## config.mk

```make
export PLATFORM = sky130hd
export DESIGN_NAME = sid_reg_arb_flat
export DESIGN_NICKNAME = d
export VERILOG_FILES = /design/src/rtl/sid_reg_arb_if.sv /design/src/rtl/sid_reg_arb.sv /design/src/flat_wrapper.sv
export SDC_FILE = /design/constraint.sdc
export NUM_CORES = 1
export LEC_CHECK = 0
export ABC_AREA = 1
export BUFFER_PORTS_ARGS = -buffer_cell sky130_fd_sc_hd__buf_2
export CAP_MARGIN = 30
export CORE_MARGIN = 1
export CORE_UTILIZATION = 52
export CTS_CLUSTER_DIAMETER = 80
export DETAILED_ROUTE_END_ITERATION = 12
export GPL_TIMING_DRIVEN = 1
export PLACE_DENSITY_LB_ADDON = 0.3
export SYNTH_ARGS = -nofsm -noshare
export SYNTH_HDL_FRONTEND = slang
export SYNTH_SLANG_ARGS = --single-unit
```

## constraint.sdc

```tcl
create_clock -name clk -period 1.9 [get_ports clk]
set_clock_uncertainty 0.2 [all_clocks]
set_input_delay 0.095 -clock clk [delete_from_list [all_inputs] [get_ports clk]]
set_output_delay 0.095 -clock clk [all_outputs]
set_load 0.01 [all_outputs]
```

## src/rtl/sid_reg_arb_if.sv

```systemverilog
// sid_reg_arb_if: requester handshakes plus the shared register write port.
interface sid_reg_arb_if #(
  parameter int ADDR_W = 5,
  parameter int DATA_W = 8
);
  logic              iReqA;
  logic [ADDR_W-1:0] iAddrA;
  logic [DATA_W-1:0] iDataA;
  logic              oAckA;
  logic              iReqB;
  logic [ADDR_W-1:0] iAddrB;
  logic [DATA_W-1:0] iDataB;
  logic              oAckB;
  logic              oWE;
  logic [ADDR_W-1:0] oAddr;
  logic [DATA_W-1:0] oData;
  logic              oLastB;
  logic              oBusy;
  modport master (
    output iReqA, iAddrA, iDataA, iReqB, iAddrB, iDataB,
    input  oAckA, oAckB, oWE, oAddr, oData, oLastB, oBusy
  );
  modport slave (
    input  iReqA, iAddrA, iDataA, iReqB, iAddrB, iDataB,
    output oAckA, oAckB, oWE, oAddr, oData, oLastB, oBusy
  );
endinterface

```

## src/rtl/sid_reg_arb.sv

```systemverilog
// sid_reg_arb: two-requester register write arbiter, one-entry slot per requester,
// one write per IDLE->ISSUE->GAP pass so gate/ADSR writes are never merged.
module sid_reg_arb #(
  parameter int ADDR_W    = 5,
  parameter int DATA_W    = 8,
  parameter int MIN_GAP   = 1,
  parameter int PRIO_MODE = 0
) (
  input logic          clk,
  input logic          iRstN,
  sid_reg_arb_if.slave bus
);
  localparam int CW = MIN_GAP > 0 ? $clog2(MIN_GAP + 1) : 1;
  localparam int WW = ADDR_W + DATA_W;
  typedef enum logic [1:0] {IDLE, ISSUE, GAP} state_e;
  state_e        state_q, state_d;
  logic [CW-1:0] gap_q, gap_d;
  logic          full_a_q, full_a_d, full_b_q, full_b_d;
  logic          ack_a_q, ack_a_d, ack_b_q, ack_b_d;
  logic [WW-1:0] slot_a_q, slot_a_d, slot_b_q, slot_b_d, word_q, word_d;
  logic          we_q, we_d, last_b_q, last_b_d;
  logic          issue, win_b, cap_a, cap_b;
  assign issue = state_q == IDLE && (full_a_q || full_b_q);
  assign win_b = full_b_q && (!full_a_q || (PRIO_MODE == 0 && !last_b_q));
  // a slot being drained this edge may refill on the same edge, unless its ack is still showing
  assign cap_a = bus.iReqA && !ack_a_q && (!full_a_q || (issue && !win_b));
  assign cap_b = bus.iReqB && !ack_b_q && (!full_b_q || (issue && win_b));
  always_ff @(posedge clk or negedge iRstN)
    if (!iRstN) begin
      state_q <= IDLE;
      gap_q   <= '0;
    end else begin
      state_q <= state_d;
      gap_q   <= gap_d;
    end
  always_comb begin
    state_d = issue ? ISSUE :
              state_q == ISSUE ? (MIN_GAP > 0 ? GAP : IDLE) :
              (state_q == GAP && gap_q == CW'(MIN_GAP - 1)) ? IDLE : state_q;
    gap_d   = state_q == GAP ? gap_q + CW'(1) : '0;
  end
  always_comb begin
    we_d     = issue;
    word_d   = issue ? (win_b ? slot_b_q : slot_a_q) : word_q;
    last_b_d = issue ? win_b : last_b_q;
    full_a_d = cap_a || (full_a_q && !(issue && !win_b));
    full_b_d = cap_b || (full_b_q && !(issue && win_b));
    slot_a_d = cap_a ? {bus.iAddrA, bus.iDataA} : slot_a_q;
    slot_b_d = cap_b ? {bus.iAddrB, bus.iDataB} : slot_b_q;
    ack_a_d  = cap_a;
    ack_b_d  = cap_b;
  end
  always_ff @(posedge clk or negedge iRstN)
    if (!iRstN) begin
      we_q     <= 1'b0;
      word_q   <= '0;
      last_b_q <= 1'b1;
      full_a_q <= 1'b0;
      full_b_q <= 1'b0;
      slot_a_q <= '0;
      slot_b_q <= '0;
      ack_a_q  <= 1'b0;
      ack_b_q  <= 1'b0;
    end else begin
      we_q     <= we_d;
      word_q   <= word_d;
      last_b_q <= last_b_d;
      full_a_q <= full_a_d;
      full_b_q <= full_b_d;
      slot_a_q <= slot_a_d;
      slot_b_q <= slot_b_d;
      ack_a_q  <= ack_a_d;
      ack_b_q  <= ack_b_d;
    end
  assign bus.oWE    = we_q;
  assign bus.oAddr  = word_q[WW-1:DATA_W];
  assign bus.oData  = word_q[DATA_W-1:0];
  assign bus.oLastB = last_b_q;
  assign bus.oAckA  = ack_a_q;
  assign bus.oAckB  = ack_b_q;
  assign bus.oBusy  = full_a_q || full_b_q || state_q != IDLE;
endmodule

```

## src/flat_wrapper.sv

```systemverilog
// flat-port wrapper written by rule: the top's interface ports become plain ports
module sid_reg_arb_flat 
#(
  parameter int ADDR_W    = 5,
  parameter int DATA_W    = 8,
  parameter int MIN_GAP   = 1,
  parameter int PRIO_MODE = 0
)
  (clk, iRstN, bus_iReqA, bus_iAddrA, bus_iDataA, bus_iReqB, bus_iAddrB, bus_iDataB, bus_oAckA, bus_oAckB, bus_oWE, bus_oAddr, bus_oData, bus_oLastB, bus_oBusy);
  sid_reg_arb_if #(.ADDR_W(ADDR_W), .DATA_W(DATA_W)) bus_i ();
  input logic clk;
  input logic iRstN;
  input wire logic [$bits(bus_i.iReqA)-1:0] bus_iReqA;
  input wire logic [$bits(bus_i.iAddrA)-1:0] bus_iAddrA;
  input wire logic [$bits(bus_i.iDataA)-1:0] bus_iDataA;
  input wire logic [$bits(bus_i.iReqB)-1:0] bus_iReqB;
  input wire logic [$bits(bus_i.iAddrB)-1:0] bus_iAddrB;
  input wire logic [$bits(bus_i.iDataB)-1:0] bus_iDataB;
  output wire logic [$bits(bus_i.oAckA)-1:0] bus_oAckA;
  output wire logic [$bits(bus_i.oAckB)-1:0] bus_oAckB;
  output wire logic [$bits(bus_i.oWE)-1:0] bus_oWE;
  output wire logic [$bits(bus_i.oAddr)-1:0] bus_oAddr;
  output wire logic [$bits(bus_i.oData)-1:0] bus_oData;
  output wire logic [$bits(bus_i.oLastB)-1:0] bus_oLastB;
  output wire logic [$bits(bus_i.oBusy)-1:0] bus_oBusy;
  assign bus_i.iReqA = bus_iReqA;
  assign bus_i.iAddrA = bus_iAddrA;
  assign bus_i.iDataA = bus_iDataA;
  assign bus_i.iReqB = bus_iReqB;
  assign bus_i.iAddrB = bus_iAddrB;
  assign bus_i.iDataB = bus_iDataB;
  assign bus_oAckA = bus_i.oAckA;
  assign bus_oAckB = bus_i.oAckB;
  assign bus_oWE = bus_i.oWE;
  assign bus_oAddr = bus_i.oAddr;
  assign bus_oData = bus_i.oData;
  assign bus_oLastB = bus_i.oLastB;
  assign bus_oBusy = bus_i.oBusy;
  sid_reg_arb #(.ADDR_W(ADDR_W), .DATA_W(DATA_W), .MIN_GAP(MIN_GAP), .PRIO_MODE(PRIO_MODE)) u_core (.clk(clk), .iRstN(iRstN), .bus(bus_i));
endmodule
```

==> flow_summary.json <==
{
  "fmax_ghz": 0.631,
  "diodes": 0,
  "min_period_ps": 1580,
  "register_area_mm2": 0.00120,
  "rows": 21,
  "die_h_um": 63.3,
  "synth_cell_type_count": 16,
  "synth_area_mm2": 0.00195,
  "max_stage_delay_ps": 550,
  "cts.path.max_buffers": 2,
  "crit_chain": "nand2_1, nand2_1, nand3_2, inv_1, nand2_1, nand3_1",
  "r2r_cells": 6,
  "final_core_util_pct": 74.3,
  "outcome": "completed",
  "worst_slack_ps": 316,
  "via_per_inst": 4.79,
  "cts_setup_buffers": 0,
  "synth_cells": 217,
  "cts_resized": 0,
  "cp_max_fo": 13,
  "core_area_mm2": 0.00347,
  "final_area_mm2": 0.00258,
  "holdBufCountCts": 29,
  "synth_top_cells_by_area": "dfrtp_1, nand2_1, nand3_1",
  "fin_cells": 341,
  "yosysTopAreaCell": "dfrtp_1",
  "die_area_mm2": 0.00401,
  "start_util_pct": 56.3,
  "clockRootBuffer": "clkbuf_8",
  "pre_cts_slack_ps": 358,
  "hold_viol": 0,
  "fin_crit_sh_pct": 83.4,
  "cp_num_buf_inv": 1,
  "antenna_found_initial": 0,
  "nets": 325,
  "critPathSlowestCell": "dfstp_2",
  "place.gp.congestion": 0.765,
  "p_leak_nw": 1.43,
  "htreeDepth": 2,
  "path_common_cell": "nand2_1",
  "multiInputGateArea_um2": 656,
  "reg2reg_from": "u_core.bus.oLastB",
  "port_buffers": 47,
  "cts_tree": "yes",
  "grt_pass1_wl_um": 7090,
  "cp_top_family": "flip-flops",
  "worstSetupPathType": "flip-flop to flip-flop",
  "r2r_setup_slack_ps": 320,
  "numCtsBuffers": 5,
  "ant_nets": 0,
  "syn2layout_area_growth_pct": 31.9,
  "synth_edf_count": 0,
  "final.setup.tns_ps": 0,
  "yosys_warnings": 0,
  "grt_pass1_vias": 1645,
  "syn_avg_cell_area_um2": 9.01,
  "async_flop_share_pct": 100,
  "ir_worst_vdd_v": 0.000819,
  "ioPinCount": 48,
  "route.vias.total": 1634,
  "worstSkewPairLatency_ps": 290,
  "grt_use_total_pct": 23.2,
  "yosys_most_used_dff": "dfrtp_1",
  "hold_path_class": "input port to async pin",
  "drive_above_1_share_pct": 22.0,
  "fillerInstances": 281,
  "drt_first_iter_violations": 120,
  "synth_most_common_cell": "nand2_1",
  "synth_common_cells": "nand2_1, dfrtp_1, nand3_1",
  "drv_cap": 0,
  "ys_ff_latch": 48,
  "cp_data_required_time_ps": 1930,
  "yosysTopAreaCellShare_pct": 60.2,
  "end_kind": "flip-flop",
  "firstDrtPassIters": 4,
  "grt_setup_unrepaired": "no",
  "maxSlewHeadroom_pct": 64.9,
  "drc": 0,
  "die_x_um": 63.3,
  "clk_pin_slew_ps": 80,
  "postPlaceCellArea_mm2": 0.00221,
  "wire_per_inst_um": 12.3,
  "power_per_cell_area_mw_per_mm2": 1440,
  "grt_max_degree": 25,
  "start_kind": "flip-flop",
  "totalWireLength_um": 4190,
  "slew_viol_final": 0,
  "dpl.hpwl_um": 2740,
  "cts.sinks": 48,
  "seq_area_frac_synth_pct": 61.5,
  "dp.cells": 305,
  "worst_pin_slew_ps": 527,
  "grt_overflow": 0,
  "crit_arrival_ps": 1610,
  "setup_violations": 0,
  "syn-num-nets": 247,
  "r2r-end": "u_core.word_q[10]"
}
how the worst max path moves through the flow:
stage                            startpoint             endpoint  slack [ps]  cells past startpoint
after floorplan           u_core.bus.oLastB  u_core.slot_a_q[10]         420                      8
after global placement    u_core.bus.oLastB  u_core.slot_a_q[11]         390                      7
after detailed placement  u_core.bus.oLastB   u_core.slot_a_q[0]         360                      7
after CTS                 u_core.bus.oLastB   u_core.slot_a_q[8]         320                      7
after global routing      u_core.bus.oLastB   u_core.slot_a_q[4]         180                      7
final                     u_core.bus.oLastB    u_core.word_q[10]         320                      6
cell type report:
class | instances | share of cell area [%]
well taps | 46 | 2.23
clock inverters | 1 | 0.194
repair buffers | 79 | 21.3
clock buffers | 6 | 2.82
inverters | 9 | 1.41
flip-flops and latches | 48 | 46.7
multi-input cells | 152 | 25.4
metal layers:
metal | vias to the layer above | global-route usage, % | part of all wire (%)
li1 | 828 | - | -
met1 | 755 | 28.9 | 44
met2 | 44 | 40.9 | 51
met3 | 7 | 4.17 | 4.0
met4 | 0 | 6.82 | 1.1
met5 | - | 0 | 0
logic make-up (layout without fill, tap and decap cells):
| family | count (synthesis) | count (layout) | synth area share (%) |
|---|---|---|---|
| buf+inv | 17 | 95 | 4.93 |
| simple gates | 150 | 150 | 33.0 |
| flops | 48 | 48 | 61.5 |
| compound gates | 2 | 2 | 0.512 |
metrics by stage:
stage	total power, mW	hold WS (ps)
final	3.72	103
after global placement	3.08	-103
after floorplan	2.75	-401
after global routing	4.04	152
after detailed placement	3.12	-94.0
after CTS	3.74	119
power by group:
group	internal (mW)	switching, mW
registers	1.50	0.294
clock network	0.250	0.309
logic	0.520	0.840
total	2.27	1.44
sequential cells by signal (all words and copies together), names as in the netlist:
name,count
u_core.bus.oAckA,1
u_core.bus.oAckB,1
u_core.bus.oLastB,1
u_core.bus.oWE,1
u_core.full_a_q,1
u_core.full_b_q,1
u_core.gap_q,1
u_core.slot_a_q,13
u_core.slot_b_q,13
u_core.state_q,2
u_core.word_q,13
layout by cell type (no fill, tap or decap), types with 3 or more instances in the layout:
cell type | netlist | routed
clkbuf_8 | 0 | 5
nand2_1 | 112 | 112
buf_4 | 3 | 3
nor2_1 | 3 | 3
dlygate4sd3_1 | 0 | 29
dfrtp_1 | 47 | 47
nand3_1 | 27 | 27
inv_1 | 8 | 8
nand2_4 | 3 | 3
buf_2 | 3 | 47
worst reg2reg max path, cell delays in order, from the launching register on:
cell and delay, ps:
dfstp_2 550, nand2_1 80, nand2_1 90, nand3_2 90
inv_1 300, nand2_1 120, nand3_1 90
Note: power is estimated with default switching activity, not from simulation.
